<file path="src/rtl/div5_serial_tx_if.sv">
// div5_serial_tx_if: word handshake in, serial frame and detector reference out.
interface div5_serial_tx_if #(parameter int WIDTH = 8);
    logic             in_valid;
    logic [WIDTH-1:0] in_data;
    logic             in_ready;
    logic             ser_out;
    logic             ser_valid;
    logic             ser_first;
    logic             ser_last;
    logic             exp_y;
    logic             done;
    logic [2:0]       final_rem;
    modport master (
        output in_valid, in_data,
        input  in_ready, ser_out, ser_valid, ser_first, ser_last, exp_y, done, final_rem
    );
    modport slave (
        input  in_valid, in_data,
        output in_ready, ser_out, ser_valid, ser_first, ser_last, exp_y, done, final_rem
    );
endinterface

</file>
<file path="src/rtl/div5_serial_tx.sv">
// div5_serial_tx: MSB-first serializer that tracks the running prefix mod 5
// and drives the value a divisible-by-5 Moore detector must show.
module div5_serial_tx #(
    parameter int WIDTH = 8,
    parameter int GAP   = 1
) (
    input logic             clk,
    input logic             reset,
    div5_serial_tx_if.slave bus
);
    localparam int CW = (WIDTH > 2) ? $clog2(WIDTH) : 1;
    localparam logic [CW-1:0] CMAX = CW'(WIDTH - 1);
    typedef enum logic [1:0] {S_IDLE, S_SHIFT, S_DONE, S_GAP} state_t;
    state_t           state, state_nx;
    logic [WIDTH-1:0] shreg;
    logic [CW-1:0]    cnt;
    logic [2:0]       res, res_nx, rem;
    logic [3:0]       gcnt;
    logic             ey, sh;
    // (2*r + b) mod 5 as a lookup; residue never exceeds 4
    always_comb begin
        case ({res, shreg[WIDTH-1]})
            4'd1:    res_nx = 3'd1;
            4'd2:    res_nx = 3'd2;
            4'd3:    res_nx = 3'd3;
            4'd4:    res_nx = 3'd4;
            4'd6:    res_nx = 3'd1;
            4'd7:    res_nx = 3'd2;
            4'd8:    res_nx = 3'd3;
            4'd9:    res_nx = 3'd4;
            default: res_nx = 3'd0;
        endcase
    end
    always_comb begin
        state_nx = state;
        sh = state == S_SHIFT;
        case (state)
            S_IDLE:  if (bus.in_valid) state_nx = S_SHIFT;
            S_SHIFT: if (cnt == '0) state_nx = S_DONE;
            S_DONE:  state_nx = (GAP > 0) ? S_GAP : S_IDLE;
            S_GAP:   if (gcnt == '0) state_nx = S_IDLE;
            default: state_nx = S_IDLE;
        endcase
        bus.in_ready  = state == S_IDLE;
        bus.ser_valid = sh;
        bus.ser_out   = sh & shreg[WIDTH-1];
        bus.ser_first = sh && cnt == CMAX;
        bus.ser_last  = sh && cnt == '0;
        bus.done      = state == S_DONE;
        bus.exp_y     = ey;
        bus.final_rem = rem;
    end
    always_ff @(posedge clk or posedge reset) begin
        if (reset) begin
            state <= S_IDLE;
            shreg <= '0;
            cnt   <= '0;
            res   <= '0;
            rem   <= '0;
            gcnt  <= '0;
            ey    <= 1'b0;
        end else begin
            state <= state_nx;
            case (state)
                S_IDLE: if (bus.in_valid) begin
                    shreg <= bus.in_data;
                    cnt   <= CMAX;
                    res   <= '0;
                    ey    <= 1'b0;
                end
                S_SHIFT: begin
                    shreg <= {shreg[WIDTH-2:0], 1'b0};
                    cnt   <= cnt - 1'b1;
                    res   <= res_nx;
                    ey    <= res_nx == 3'd0;
                    if (cnt == '0) rem <= res_nx;
                end
                S_DONE:  gcnt <= 4'(GAP - 1);
                S_GAP:   gcnt <= gcnt - 1'b1;
                default: ;
            endcase
        end
    end
endmodule

</file>
<file path="src/flat_wrapper.sv">
// flat-port wrapper written by rule: the top's interface ports become plain ports
module div5_serial_tx_flat 
#(
    parameter int WIDTH = 8,
    parameter int GAP   = 1
)
  (clk, reset, bus_in_valid, bus_in_data, bus_in_ready, bus_ser_out, bus_ser_valid, bus_ser_first, bus_ser_last, bus_exp_y, bus_done, bus_final_rem);
  div5_serial_tx_if #(.WIDTH(WIDTH)) bus_i ();
  input logic clk;
  input logic reset;
  input wire logic [$bits(bus_i.in_valid)-1:0] bus_in_valid;
  input wire logic [$bits(bus_i.in_data)-1:0] bus_in_data;
  output wire logic [$bits(bus_i.in_ready)-1:0] bus_in_ready;
  output wire logic [$bits(bus_i.ser_out)-1:0] bus_ser_out;
  output wire logic [$bits(bus_i.ser_valid)-1:0] bus_ser_valid;
  output wire logic [$bits(bus_i.ser_first)-1:0] bus_ser_first;
  output wire logic [$bits(bus_i.ser_last)-1:0] bus_ser_last;
  output wire logic [$bits(bus_i.exp_y)-1:0] bus_exp_y;
  output wire logic [$bits(bus_i.done)-1:0] bus_done;
  output wire logic [$bits(bus_i.final_rem)-1:0] bus_final_rem;
  assign bus_i.in_valid = bus_in_valid;
  assign bus_i.in_data = bus_in_data;
  assign bus_in_ready = bus_i.in_ready;
  assign bus_ser_out = bus_i.ser_out;
  assign bus_ser_valid = bus_i.ser_valid;
  assign bus_ser_first = bus_i.ser_first;
  assign bus_ser_last = bus_i.ser_last;
  assign bus_exp_y = bus_i.exp_y;
  assign bus_done = bus_i.done;
  assign bus_final_rem = bus_i.final_rem;
  div5_serial_tx #(.WIDTH(WIDTH), .GAP(GAP)) u_core (.clk(clk), .reset(reset), .bus(bus_i));
endmodule
</file>
<file path="config.mk">
export PLATFORM = sky130hd
export DESIGN_NAME = div5_serial_tx_flat
export DESIGN_NICKNAME = d
export VERILOG_FILES = /design/src/rtl/div5_serial_tx_if.sv /design/src/rtl/div5_serial_tx.sv /design/src/flat_wrapper.sv
export SDC_FILE = /design/constraint.sdc
export NUM_CORES = 1
export LEC_CHECK = 0
export ABC_AREA = 1
export BUFFER_PORTS_ARGS = -buffer_cell sky130_fd_sc_hd__buf_2
export CORE_ASPECT_RATIO = 1.75
export CORE_MARGIN = 3
export CORE_UTILIZATION = 50
export DETAILED_ROUTE_END_ITERATION = 8
export PLACE_DENSITY = 0.82
export SLEW_MARGIN = 20
export SYNTH_ARGS = -nofsm -noshare
export SYNTH_HDL_FRONTEND = slang
export SYNTH_SLANG_ARGS = --single-unit
</file>
<file path="constraint.sdc">
create_clock -name clk -period 1.9 [get_ports clk]
set_clock_uncertainty 0.15 [all_clocks]
set_input_delay 0.19 -clock clk [delete_from_list [all_inputs] [get_ports clk]]
set_output_delay 0.19 -clock clk [all_outputs]
set_load 0.05 [all_outputs]
</file>
==> reports/results.txt <==
The number of hold-slack violations in the final timing report is 0. For the placed wire-length estimate, the log shows 1.94 mm. Among all cell types in the netlist, the one instantiated most often is sky130_fd_sc_hd__nand2_1. Number of buffers created by CTS: 3. In this run the core area contains 24 standard-cell rows. Clock-pin slew was measured on the worst setup and hold paths at 80 ps. Based on the critical path, the design can be clocked at up to 544 MHz. The power density over cell area was 1810 nW/um^2; the gate count of the mapped netlist was 177. In this run the cell area of the synthesized design comes to 1320 sq um.

The synthesis-stage register bit count came out at 24. The fraction of registers with async set or reset after synthesis is 100%, and the horizontal extent of the die is 44.9 um. The cell with the largest stage delay on the worst path is sky130_fd_sc_hd__dfrtp_1.

The initial antenna violation count was 0; the net switching share of the total power was 50.4%. The delay contributed by the slowest stage of the critical path was 420 ps; the layout-stage area growth over the synthesis result was 16.7%. Across the VDD grid, the largest voltage drop is 0.000952 V. CTS saw 24 sinks. Data on the critical path arrives at its endpoint at 1500 ps.

The share of layout cells above drive strength 1 was 18.3%; the DRC marker count from the first detailed-route iteration was 30. For the pin with the worst max-slew slack, the measured transition is 336 ps. The final layout contains 223 nets.

Area share of the largest cell type after synthesis: 45.4%. The initial core utilization was 52.4%. The die covers 3320 sq um.

In this run, synthesis inferred 0 flip-flops with an integrated enable. The maximum level of the CTS H-tree is 1, and the I/O pin count is 21. The number of different library cells used by synthesis comes to 18.

The tightest min-delay check is of the in -> reg type. The worst setup path is launched from a register. The port buffer count is 20. Dividing the final minimum period by the clock period gives 96.8%. Clock tree synthesis selected as its root buffer the cell sky130_fd_sc_hd__clkbuf_8.

The critical path goes through inv_1 > ha_2 > inv_2 > nor2_4 > buf_2. Per report_power, the combinational group accounts for 58.2% of the total. Average wire per standard cell: 10.9 um. Ranked by total cell area, the synthesized netlist is headed by sky130_fd_sc_hd__dfrtp_1, sky130_fd_sc_hd__nand2_1, sky130_fd_sc_hd__ha_1, sky130_fd_sc_hd__inv_1, sky130_fd_sc_hd__o21ai_0. The Yosys step of the flow raised 0 warnings.

Data on the critical path is required at its endpoint by 1560 ps. Summed over all layers, the global routing overflow is 0. The tools report the type of element capturing the critical path as an output pin. After detailed routing, the total wire length is 2.47 mm.

The number of nets handed over by synthesis was 196. The first global-routing pass estimated 4.20 mm of wire. The most common flop cell mapped by yosys is sky130_fd_sc_hd__dfrtp_1. Ranked by instance count, the synthesized netlist is headed by sky130_fd_sc_hd__nand2_1, sky130_fd_sc_hd__dfrtp_1, sky130_fd_sc_hd__inv_1. The run gives 2520 sq um as the core area. Clock share of power: 10.5%. The mean post-synth cell area was 7.47 sq um; the final setup TNS was 0 ps. TritonCTS built the clock tree. The floorplan step set the die height to 74.0 um.

Across every metal layer, demand over resource in global routing totals 17.0%. In this run the worst path has a maximum fanout of 16. The core occupancy in the finished layout is 61.2%, and the relative slew slack is 77.6%. Clock latency on the worst-skew pair, taken at its later pin, is 260 ps. The internal power of the cells totals 1.39 mW. The clock period could shrink to 1840 ps.

Net switching power: 1.41 mW. The critical path class was reg -> out. The number of antenna diodes in the final layout is 0. The routability-driven placement congestion ratio was 0.793. The largest total area in the synthesized netlist belongs to sky130_fd_sc_hd__dfrtp_1.

The remaining routing DRC violations was 0; the static power due to leakage was 0.878 nW. Entering global routing, the biggest net connects 25 pins. With fillers left out, the area of the finished cells amounts to 1540 sq um. The detailed router placed 1126 vias in this run. The logs give 0 for the final-report max-slew violation count and 2 for the buffer depth of the longest clock path. The via density per instance was 4.94; the sequential fraction of design power was 31.3%. The logs give 1065 for the via count of the first global-routing pass and 45.4% for the proportion of synthesized chip area in sequential cells. The final setup violation count was 0.

Setup repair after global routing left no endpoint under its margin. The placed instances occupy a cell area of 1470 sq um. The number of max-cap violations was 0. Once detail routing completed, the nets flagged for antenna violations numbered 0.

The flow ran to the end, and the final reports show no timing, DRC or antenna violations. The first detailed-routing pass ran for 4 iterations.
-- logic make-up after synthesis --
group | share of synthesized area (%)
AOI/OAI and AO/OA | 8.61
DFF | 45.4
buffers and inverters | 8.14
and+or+nand+nor | 30.3
adders and majority gates | 7.57
-- path summary, 6_finish.rpt --
path | start | endpoint | cells after the start | slack, ps
max | u_core.state[1] | bus_ser_first | 5 | 60
min | bus_in_data[5] | u_core.shreg[5] | 5 | 80
max reg2reg | u_core.state[1] | u_core.cnt[1] | 6 | 190
min reg2reg | u_core.shreg[3] | u_core.shreg[3] | 2 | 320
max in group asynchronous | reset | u_core.bus.exp_y | 4 | 1010
min in group asynchronous | reset | u_core.gcnt[2] | 4 | 360
-- layout make-up --
class / instances / area, sq um
clock buffers: 3 / 41.3
fillers: 236 / 978
inverters: 23 / 86.3
multi-input cells: 127 / 632
flip-flops and latches: 24 / 601
well taps: 26 / 32.5
repair buffers: 25 / 151
-- registers in the layout (all words and copies together), names as in the netlist --
name                  flops
u_core.bus.exp_y          1
u_core.cnt                3
u_core.res                3
u_core.shreg              8
u_core.gcnt               4
u_core.bus.final_rem      3
u_core.state              2
-- critical path, delay by kind of cell, from the launching register on --
family / cells / cell delay (ps)
buffers and inverters: 3 / 500
and+or+nand+nor: 1 / 130
adders and majority gates: 1 / 190
DFF: 1 / 420
-- through the flow --
stage	cells	setup WS (ps)	hold WS [ps]	total power, mW
floorplan	177	46.4	54.6	2.20
global placement	223	267	97.9	2.47
detailed placement	223	219	95.3	2.51
CTS	227	24.4	9.62	2.80
global route	228	8.77	97.4	3.07
finish	228	60.6	76.6	2.79
-- per-layer routing --
layer / up-vias / routed length (um) / share of wire [%] / GRT usage, %
met1: 511 / 1050 / 42 / 19.3
li1: 593 / - / - / -
met2: 16 / 1300 / 52 / 29.3
met3: 6 / 76 / 3.1 / 3.63
met5: - / 0 / 0 / 0
met4: 0 / 50 / 2.0 / 8.47
-- power by group through the flow --
stage	combinational, mW	sequential (mW)	clock (mW)
2_1_floorplan	1.22	0.973	0
3_3_place_gp	1.59	0.878	0
3_5_place_dp	1.62	0.884	0
4_1_cts	1.63	0.875	0.298
5_1_grt	1.85	0.900	0.320
6_report	1.63	0.875	0.293
-- cell usage in the layout (no fill, tap or decap), types with 2 or more instances in the layout --
cell type	instances
sky130_fd_sc_hd__a21oi_1	3
sky130_fd_sc_hd__buf_2	18
sky130_fd_sc_hd__buf_4	4
sky130_fd_sc_hd__clkbuf_8	3
sky130_fd_sc_hd__dfrtp_1	24
sky130_fd_sc_hd__dlygate4sd3_1	2
sky130_fd_sc_hd__ha_1	7
sky130_fd_sc_hd__inv_1	20
sky130_fd_sc_hd__inv_2	3
sky130_fd_sc_hd__nand2_1	77
sky130_fd_sc_hd__nand3_1	6
sky130_fd_sc_hd__nor2_1	9
sky130_fd_sc_hd__nor2_4	3
sky130_fd_sc_hd__o21ai_0	14
sky130_fd_sc_hd__o22ai_1	2
-- what timing repair did --
item,4_1_cts,5_1_grt
endpoints found under the setup margin,1,2
resized for setup,1,4
setup buffers,0,0
hold endpoints to repair,24,1
cloned,0,0
pin swaps,0,0
hold buffers,1,1
Power figures use the tool's default switching activity.
